--- src/rtl/sync_debounce_bank.sv ---
// ---------------------------------------------------------------------------
// sync_debounce_bank
//
// Bank of CHANNELS independent input qualifiers. Each channel passes its
// asynchronous raw input through a SYNC_STAGES-deep synchroniser chain.
// A debounce counter then accepts a level change only after the synchronised
// value has differed from the current level for DEBOUNCE_CYCLES consecutive
// cycles. Each accepted change produces:
//   - a new level_out value,
//   - a one-cycle rise_pulse or fall_pulse,
//   - a sticky event flag that software can clear.
//
// Optional feature: define SYNC_DEBOUNCE_BANK_EVENT_COUNT_EN to add the
// event_count port. It holds an 8-bit saturating counter of accepted edges
// per channel, with channel i in bits [8i+7:8i].
//
// All state resets synchronously on rst (active high).
// ---------------------------------------------------------------------------
module sync_debounce_bank #(
   parameter int CHANNELS        = 4,
   parameter int SYNC_STAGES     = 3,
   parameter int DEBOUNCE_CYCLES = 16,
   parameter int RESET_LEVEL     = 0
) (
   input  logic                  clk,
   input  logic                  rst,
   input  logic [CHANNELS-1:0]   in_async,
   input  logic [CHANNELS-1:0]   event_clr,
   output logic [CHANNELS-1:0]   level_out,
   output logic [CHANNELS-1:0]   rise_pulse,
   output logic [CHANNELS-1:0]   fall_pulse,
`ifdef SYNC_DEBOUNCE_BANK_EVENT_COUNT_EN
   output logic [CHANNELS-1:0]   event_sticky,
   output logic [CHANNELS*8-1:0] event_count
`else
   output logic [CHANNELS-1:0]   event_sticky
`endif
);

   // The counter must hold values up to DEBOUNCE_CYCLES-1. Sizing it for
   // DEBOUNCE_CYCLES+1 keeps the width at least 1 when DEBOUNCE_CYCLES is 1.
   localparam int               CNT_W    = $clog2(DEBOUNCE_CYCLES + 1);
   localparam logic [CNT_W-1:0] CNT_LAST = CNT_W'(DEBOUNCE_CYCLES - 1);
   localparam logic             RST_BIT  = (RESET_LEVEL != 0);

   (* ASYNC_REG = "TRUE" *) logic [SYNC_STAGES-1:0] sync_chain [CHANNELS];

   logic [CNT_W-1:0]    stable_cnt [CHANNELS];
   logic [CHANNELS-1:0] sync_bit;
   logic [CHANNELS-1:0] mismatch;
   logic [CHANNELS-1:0] accept;

   // Shift each raw input into its own synchroniser chain. Stage 0 samples
   // the pin. No logic sits between stages, so the metastability settling
   // time is not reduced.
   always_ff @(posedge clk) begin
      if (rst) begin
         for (int i = 0; i < CHANNELS; i++) begin
            sync_chain[i] <= {SYNC_STAGES{RST_BIT}};
         end
      end else begin
         for (int i = 0; i < CHANNELS; i++) begin
            sync_chain[i] <= {sync_chain[i][SYNC_STAGES-2:0], in_async[i]};
         end
      end
   end

   // An edge is accepted in the cycle where the counter has already seen
   // DEBOUNCE_CYCLES-1 mismatching cycles and the current cycle still
   // mismatches.
   always_comb begin
      sync_bit = '0;
      mismatch = '0;
      accept   = '0;
      for (int i = 0; i < CHANNELS; i++) begin
         sync_bit[i] = sync_chain[i][SYNC_STAGES-1];
         mismatch[i] = sync_bit[i] ^ level_out[i];
         accept[i]   = mismatch[i] && (stable_cnt[i] == CNT_LAST);
      end
   end

   // Per-channel debounce counter, qualified level and edge pulses.
   // The pulses are registered alongside level_out, so they appear in the
   // same cycle as the new level. Any return to the current level restarts
   // the count.
   always_ff @(posedge clk) begin
      if (rst) begin
         level_out  <= {CHANNELS{RST_BIT}};
         rise_pulse <= '0;
         fall_pulse <= '0;
         for (int i = 0; i < CHANNELS; i++) begin
            stable_cnt[i] <= '0;
         end
      end else begin
         for (int i = 0; i < CHANNELS; i++) begin
            rise_pulse[i] <= 1'b0;
            fall_pulse[i] <= 1'b0;
            if (!mismatch[i]) begin
               stable_cnt[i] <= '0;
            end else if (accept[i]) begin
               level_out[i]  <= sync_bit[i];
               rise_pulse[i] <= sync_bit[i];
               fall_pulse[i] <= ~sync_bit[i];
               stable_cnt[i] <= '0;
            end else begin
               stable_cnt[i] <= stable_cnt[i] + CNT_W'(1);
            end
         end
      end
   end

   // Sticky edge flags. A newly accepted edge overrides a clear request
   // in the same cycle, so software never misses an event that arrives
   // while it is clearing the flag.
   always_ff @(posedge clk) begin
      if (rst) begin
         event_sticky <= '0;
      end else begin
         event_sticky <= accept | (event_sticky & ~event_clr);
      end
   end

`ifdef SYNC_DEBOUNCE_BANK_EVENT_COUNT_EN
   // Saturating per-channel edge counters. An edge that coincides with a
   // clear starts the new count at 1 instead of losing that edge.
   always_ff @(posedge clk) begin
      if (rst) begin
         event_count <= '0;
      end else begin
         for (int i = 0; i < CHANNELS; i++) begin
            if (accept[i]) begin
               if (event_clr[i]) begin
                  event_count[8*i +: 8] <= 8'd1;
               end else if (event_count[8*i +: 8] != 8'hFF) begin
                  event_count[8*i +: 8] <= event_count[8*i +: 8] + 8'd1;
               end
            end else if (event_clr[i]) begin
               event_count[8*i +: 8] <= 8'd0;
            end
         end
      end
   end
`endif

endmodule
--- config.mk ---
export PLATFORM = sky130hd
export DESIGN_NAME = sync_debounce_bank
export DESIGN_NICKNAME = d
export VERILOG_FILES = /design/src/rtl/sync_debounce_bank.sv
export SDC_FILE = /design/constraint.sdc
export NUM_CORES = 1
export LEC_CHECK = 0
export ABC_CLOCK_PERIOD_IN_PS = 3880
export CAP_MARGIN = 20
export CORE_UTILIZATION = 25
export DETAILED_ROUTE_END_ITERATION = 7
export SYNTH_ARGS = -nofsm -noshare
export SYNTH_HDL_FRONTEND = slang
export SYNTH_SLANG_ARGS = --single-unit
--- constraint.sdc ---
create_clock -name clk -period 3.88 [get_ports clk]
set_input_delay 0.97 -clock clk [delete_from_list [all_inputs] [get_ports clk]]
set_output_delay 0.97 -clock clk [all_outputs]
set_load 0.005 [all_outputs]
==> results.py, run 1 <==
metrics = {
    "cts": {
        "holdBufCountCts": 0,
        "root_buffer": "clkbuf_8",
        "cts_setup_buffers": 0,
        "cts_inserted_buffers": 5,
        "cts_sinks": 48,
        "cts-resized-gates": 0,
        "cts_max_level": 2,
        "cts_buffer_depth": 2,
        "cts_tree": "yes",
        "path_clk_slew_ps": 80,
        "insertion_delay_ps": 290,
    },
    "synthesis": {
        "avgSynthCellArea_um2": 12.1,
        "ys_top_cells_by_count": "28 x dfxtp_1, 24 x nor2_1, 20 x edfxtp_1",
        "synthesis.area_mm2": 0.00184,
        "synth_top_area_share_pct": 32.6,
        "yosysTopAreaCell": "edfxtp_1",
        "synthCells": 152,
        "synthFlopType": "dfxtp_1",
        "synth.most_common_cell": "dfxtp_1",
        "synth_edf_count": 20,
        "synth_cell_types": 18,
        "ys_seq_area_share_pct": 63.0,
        "synth-seq-cells": 48,
        "yosysWarnings": 0,
        "synth_area_leaders": "edfxtp_1 33%, dfxtp_1 30%, ha_1 5.4%",
        "synthArstFlopShare_pct": 0,
    },
    "floorplanning": {
        "die_height_um": 87.9,
        "io_pins": 26,
        "die_w_um": 87.9,
        "core-area_mm2": 0.00694,
        "die_area_mm2": 0.00772,
        "rows": 30,
        "start_util_pct": 26.5,
    },
    "route": {
        "vias_per_cell": 3.71,
        "drt-pass1-iter-count": 4,
        "drtIter0Drc": 15,
        "drt-wirelength-per-cell_um": 8.65,
        "route.detailed.drc": 0,
        "postRouteWirelength_mm": 2.58,
        "num_vias": 1106,
        "antenna_left": 0,
    },
    "pwr": {
        "p_switching_uw": 176,
        "internal_power_uw": 684,
        "combPwrFrac_pct": 4.2,
        "leakage_nw": 0.880,
        "seqPwrFrac_pct": 63.3,
        "power_uw": 860,
        "clockPowerShare_pct": 32.5,
        "peakVddDrop_v": 0.000163,
        "swShare_pct": 20.5,
        "powerDensity_mw_per_mm2": 364,
    },
    "timing": {
        "slew_headroom_pct": 62.6,
        "rsz0062_at_grt": "no",
        "slew_viol_final": 0,
        "fin_crit_sh_pct": 57.0,
        "clock_skew_ps": 4.10,
        "setup_viol": 0,
        "finalHoldViolations": 0,
        "tightest_slew_ps": 559,
        "period_minus_slack_ps": 2210,
        "final.setup.tns_ps": 0,
        "max_freq_mhz": 452,
    },
    "global_route": {
        "antenna_found_initial": 0,
        "grt-ovfl-total": 0,
        "grt_pass1_wl_mm": 4.31,
        "globalRouteTotalUtil_pct": 7.47,
        "grt_max_degree": 17,
        "grt_pass1_vias": 1029,
    },
    "finish": {
        "seqCellArea_mm2": 0.00116,
        "area.growth.synth_to_final_pct": 28.1,
        "drive_gt1_share_pct": 5.45,
        "multi_input_area_um2": 696,
        "num_antenna_cells": 0,
        "nets": 219,
        "fill_cells": 740,
    },
    "place": {
        "gp_congestion": 0.664,
        "dp_hpwl_mm": 1.89,
        "io_buffers": 25,
    },
    "critical_path": {
        "rr_startpoint": "stable_cnt[1][0]",
        "critical_path.cell_chain": "clkdlybuf4s50_1",
        "max_stage_delay_ps": 540,
        "r2r_end": "stable_cnt[1][3]",
        "worstPathArrival_ps": 1240,
        "reg2regPathDepth": 5,
        "crit_fanout": 5,
        "crit_required_ps": 2910,
        "r2r_slack_ps": 2150,
        "cpMaxStageDelayCell": "clkdlybuf4s50_1",
        "critPathTopFamily": "buffers and inverters",
        "path_class": "reg -> out",
        "start_kind": "flip-flop",
        "crit_path_end_kind": "output port",
        "timing.critical_path.buf_inv": 1,
    },
    "worst_hold_path": {
        "hold_class": "reg -> reg",
        "hold_path_end": "sync_chain[3][1]",
        "hold_start": "sync_chain[3][0]",
        "min_path_cells": 1,
    },
    "job": {
        "maxCapViolations": 0,
    },
    "outcome": {
        "outcome": "finished clean",
    },
}
-- layout make-up --
| type | count | area share (%) |
|---|---|---|
| Clock buffer | 7 | 3.23 |
| Tap cell | 96 | 5.09 |
| Timing Repair Buffer | 26 | 10.9 |
| Multi-Input combinational cell | 108 | 29.5 |
| Inverter | 12 | 1.91 |
| Clock inverter | 1 | 0.212 |
| Sequential cell | 48 | 49.2 |
-- state kept, by name (all words and copies together), names as in the netlist --
signal / cells
fall_pulse: 4
sync_chain: 12
level_out: 4
event_sticky: 4
stable_cnt: 20
rise_pulse: 4
-- power groups by stage --
stage	sequential (mW)	clock, mW	combinational [mW]
5_1_grt	0.547	0.317	0.0420
6_report	0.545	0.279	0.0363
3_3_place_gp	0.556	0	0.0362
3_5_place_dp	0.557	0	0.0363
4_1_cts	0.545	0.295	0.0366
2_1_floorplan	0.555	0	0.0235
-- how the worst max path moves through the flow --
stage,depth (start not counted),slack (ps),to,startpoint
floorplan,3,2140,stable_cnt[3][2],rst
global placement,4,1400,event_sticky[3],rst
detailed placement,4,1400,event_sticky[3],rst
CTS,1,1640,level_out[0],level_out[0]
global route,1,1590,level_out[2],level_out[2]
finish,1,1670,level_out[0],level_out[0]
-- metrics by stage --
step | cell area [µm²] | hold slack (ps) | std cells | util (%) | setup WS, ps
detailed placement | 2280 | 424 | 290 | 32.8 | 1400
CTS | 2360 | 445 | 298 | 34.0 | 1640
finish | 2360 | 441 | 298 | 34.0 | 1670
global route | 2360 | 465 | 298 | 34.0 | 1590
floorplan | 1910 | 414 | 171 | - | 2140
global placement | 2280 | 420 | 290 | 32.8 | 1400
-- cell usage in the layout (no fill, tap or decap) --
cell             synthesis  final
dfxtp_1                 28     28
clkdlybuf4s50_1          0     25
nor2_1                  24     24
edfxtp_1                20     20
conb_1                   1     20
inv_1                   12     12
nor2b_1                 12     12
xnor2_1                  8      8
nor3b_1                  8      8
ha_1                     8      8
clkbuf_8                 0      5
and3_1                   4      4
or3_4                    4      4
nand2b_1                 4      4
o32ai_1                  4      4
mux2i_1                  4      4
nand3_1                  4      4
xor2_1                   4      4
clkbuf_1                 2      2
clkinv_2                 0      1
buf_4                    0      1
-- logic make-up after synthesis --
logic type      count (synthesis)  synth area share (%)
compound gates                  4                  1.90
xor+xnor                       12                  5.70
fa+ha+maj                       8                  5.43
buf+inv                        15                  3.12
flops                          48                  63.0
mux                             4                  2.17
other cells                     1                 0.203
simple gates                   60                  18.5
-- per-layer routing --
layer / global-route usage, % / vias to the layer above / share of wire [%]
met3: 3.68 / 4 / 5.4
met2: 12.0 / 23 / 45
met4: 2.68 / 0 / 1.6
met5: 0 / - / 0
met1: 8.64 / 497 / 47
li1: - / 582 / -
-- worst reg2reg max path: cells and delay by family, from the launching register on --
family        cells  cell delay [ps]
simple gates      3              720
fa+ha+maj         2              460
flops             1              420
Power figures use the tool's default switching activity.
==> inputs of run 2 (changes only) <==
--- a/config.mk
+++ b/config.mk
@@ -5,7 +5,7 @@
 export SDC_FILE = /design/constraint.sdc
 export NUM_CORES = 1
 export LEC_CHECK = 0
-export ABC_CLOCK_PERIOD_IN_PS = 3880
+export ABC_CLOCK_PERIOD_IN_PS = 1800
 export CAP_MARGIN = 20
 export CORE_UTILIZATION = 25
 export DETAILED_ROUTE_END_ITERATION = 7
==> constraint.sdc (replaced) <==
create_clock -name clk -period 1.8 [get_ports clk]
set_input_delay 0.45 -clock clk [delete_from_list [all_inputs] [get_ports clk]]
set_output_delay 0.45 -clock clk [all_outputs]
set_load 0.005 [all_outputs]
==> results.py, run 2 (synthesis gave the netlist of run 1 again) <==
metrics = {
    "finish": {
        "num_antenna_cells": 0,
        "nets": 226,
        "drive_gt1_share_pct": 12.9,
        "fin_util_pct": 35.2,
        "final_common_cell": "dfxtp_1",
        "largest_reg_flops": 20,
        "area.growth.synth_to_final_pct": 32.5,
        "final_cell_mix": "28 x dfxtp_1, 25 x clkdlybuf4s50_1, 20 x nor2_1, 20 x edfxtp_1, 20 x conb_1",
        "largest_register": "stable_cnt",
        "top_regs": "stable_cnt: 20 flops, sync_chain: 12 flops",
    },
    "worst_hold_path": {
        "hold_start": "sync_chain[2][1]",
        "hold_class": "reg -> reg",
    },
    "critical_path": {
        "crit_fanout": 5,
        "critPathTopFamily": "simple AND/OR/NAND/NOR gates",
        "path_class": "reg -> reg",
        "rr_startpoint": "stable_cnt[0][1]",
        "crit_path_end_kind": "flip-flop",
        "timing.critical_path.from": "stable_cnt[0][1]",
        "cp_common_cell": "ha_1",
        "max_stage_delay_ps": 420,
        "timing.critical_path.buf_inv": 0,
        "worstPathArrival_ps": 1870,
        "start_kind": "flip-flop",
        "critical_path.cell_chain": "ha_1 -> and3_1 -> ha_1 -> or3_4 -> nor2_1",
        "crit_required_ps": 1960,
        "cpMaxStageDelayCell": "edfxtp_1",
    },
    "floorplanning": {
        "rows": 30,
        "die_area_mm2": 0.00772,
        "die_height_um": 87.9,
        "start_util_pct": 26.5,
        "die_w_um": 87.9,
        "core-area_mm2": 0.00694,
        "io_pins": 26,
    },
    "route": {
        "drtIter0Drc": 19,
        "drt-pass1-iter-count": 4,
        "drt-wirelength-per-cell_um": 8.63,
        "route.detailed.drc": 0,
        "antenna_left": 0,
        "postRouteWirelength_mm": 2.63,
        "vias_per_cell": 3.70,
        "num_vias": 1130,
    },
    "outcome": {
        "outcome": "finished clean",
    },
    "cts": {
        "cts_sinks": 48,
        "insertion_delay_ps": 290,
        "cts_max_level": 2,
        "holdBufCountCts": 0,
        "cts_inserted_buffers": 5,
        "root_buffer": "clkbuf_8",
        "cts_tree": "yes",
        "cts_buffer_depth": 2,
        "path_clk_slew_ps": 90,
    },
    "timing": {
        "period_minus_slack_ps": 1710,
        "setup_viol": 0,
        "setup_slack_ps": 90.0,
        "final.setup.tns_ps": 0,
        "finalHoldViolations": 0,
        "rsz0062_at_grt": "no",
        "max_freq_mhz": 585,
        "clock_skew_ps": 5.31,
        "fin_crit_sh_pct": 95.0,
        "slew_viol_final": 0,
        "whs_ps": 435,
    },
    "global_route": {
        "antenna_found_initial": 0,
        "grt-ovfl-total": 0,
        "globalRouteTotalUtil_pct": 7.76,
        "grt_max_degree": 15,
        "grt_pass1_wl_mm": 4.37,
        "grt_pass1_vias": 1019,
    },
    "job": {
        "maxCapViolations": 0,
    },
    "place": {
        "pre_cts_slack_ps": 64.5,
        "gp_congestion": 0.693,
        "io_buffers": 25,
        "dp_hpwl_mm": 1.91,
    },
    "pwr": {
        "powerDensity_mw_per_mm2": 783,
        "leakage_nw": 0.916,
        "peakVddDrop_v": 0.000308,
        "power_mw": 1.91,
    },
}
## run 2: per-layer routing
layer,part of all wire (%),vias up,track usage [%]
met5,0,-,0
met4,2.5,0,4.47
met3,4.9,6,3.39
met2,44,21,12.4
met1,48,504,8.59
li1,-,599,-
## run 2: path summary, 6_finish.rpt
check,to,slack [ps],cells past startpoint
worst max-delay path,stable_cnt[0][3],90,5
worst min-delay path,sync_chain[2][2],430,1
worst min register to register,sync_chain[2][2],430,1
worst max register to register,stable_cnt[0][3],90,5
## run 2: metrics by stage
stage / std cells / instance area [µm²]
finish: 305 / 2440
global route: 305 / 2440
CTS: 301 / 2390
detailed placement: 293 / 2300
global placement: 293 / 2300
floorplan: 171 / 1910
## run 2: power breakdown
| group | internal (mW) | total, mW | switching, mW | leakage [nW] |
|---|---|---|---|---|
| logic | 0.0517 | 0.0912 | 0.0396 | 0.431 |
| registers | 1.16 | 1.17 | 0.0154 | 0.434 |
| clock network | 0.307 | 0.647 | 0.340 | 0.0510 |
## run 2: cell type report
cell class,count,area (µm²)
timing repair buffer,33,310
clock inverter,2,10.0
inverter,12,45.0
fill,711,4500
sequential,48,1160
clock buffer,6,82.6
tap,96,120
multi-input combinational,108,713
## run 2: what timing repair did
item                                    CTS  global route
hold endpoints to repair                  0             0
endpoints found under the setup margin    0            14
resized for setup                         0             7
buffers inserted                          0             4
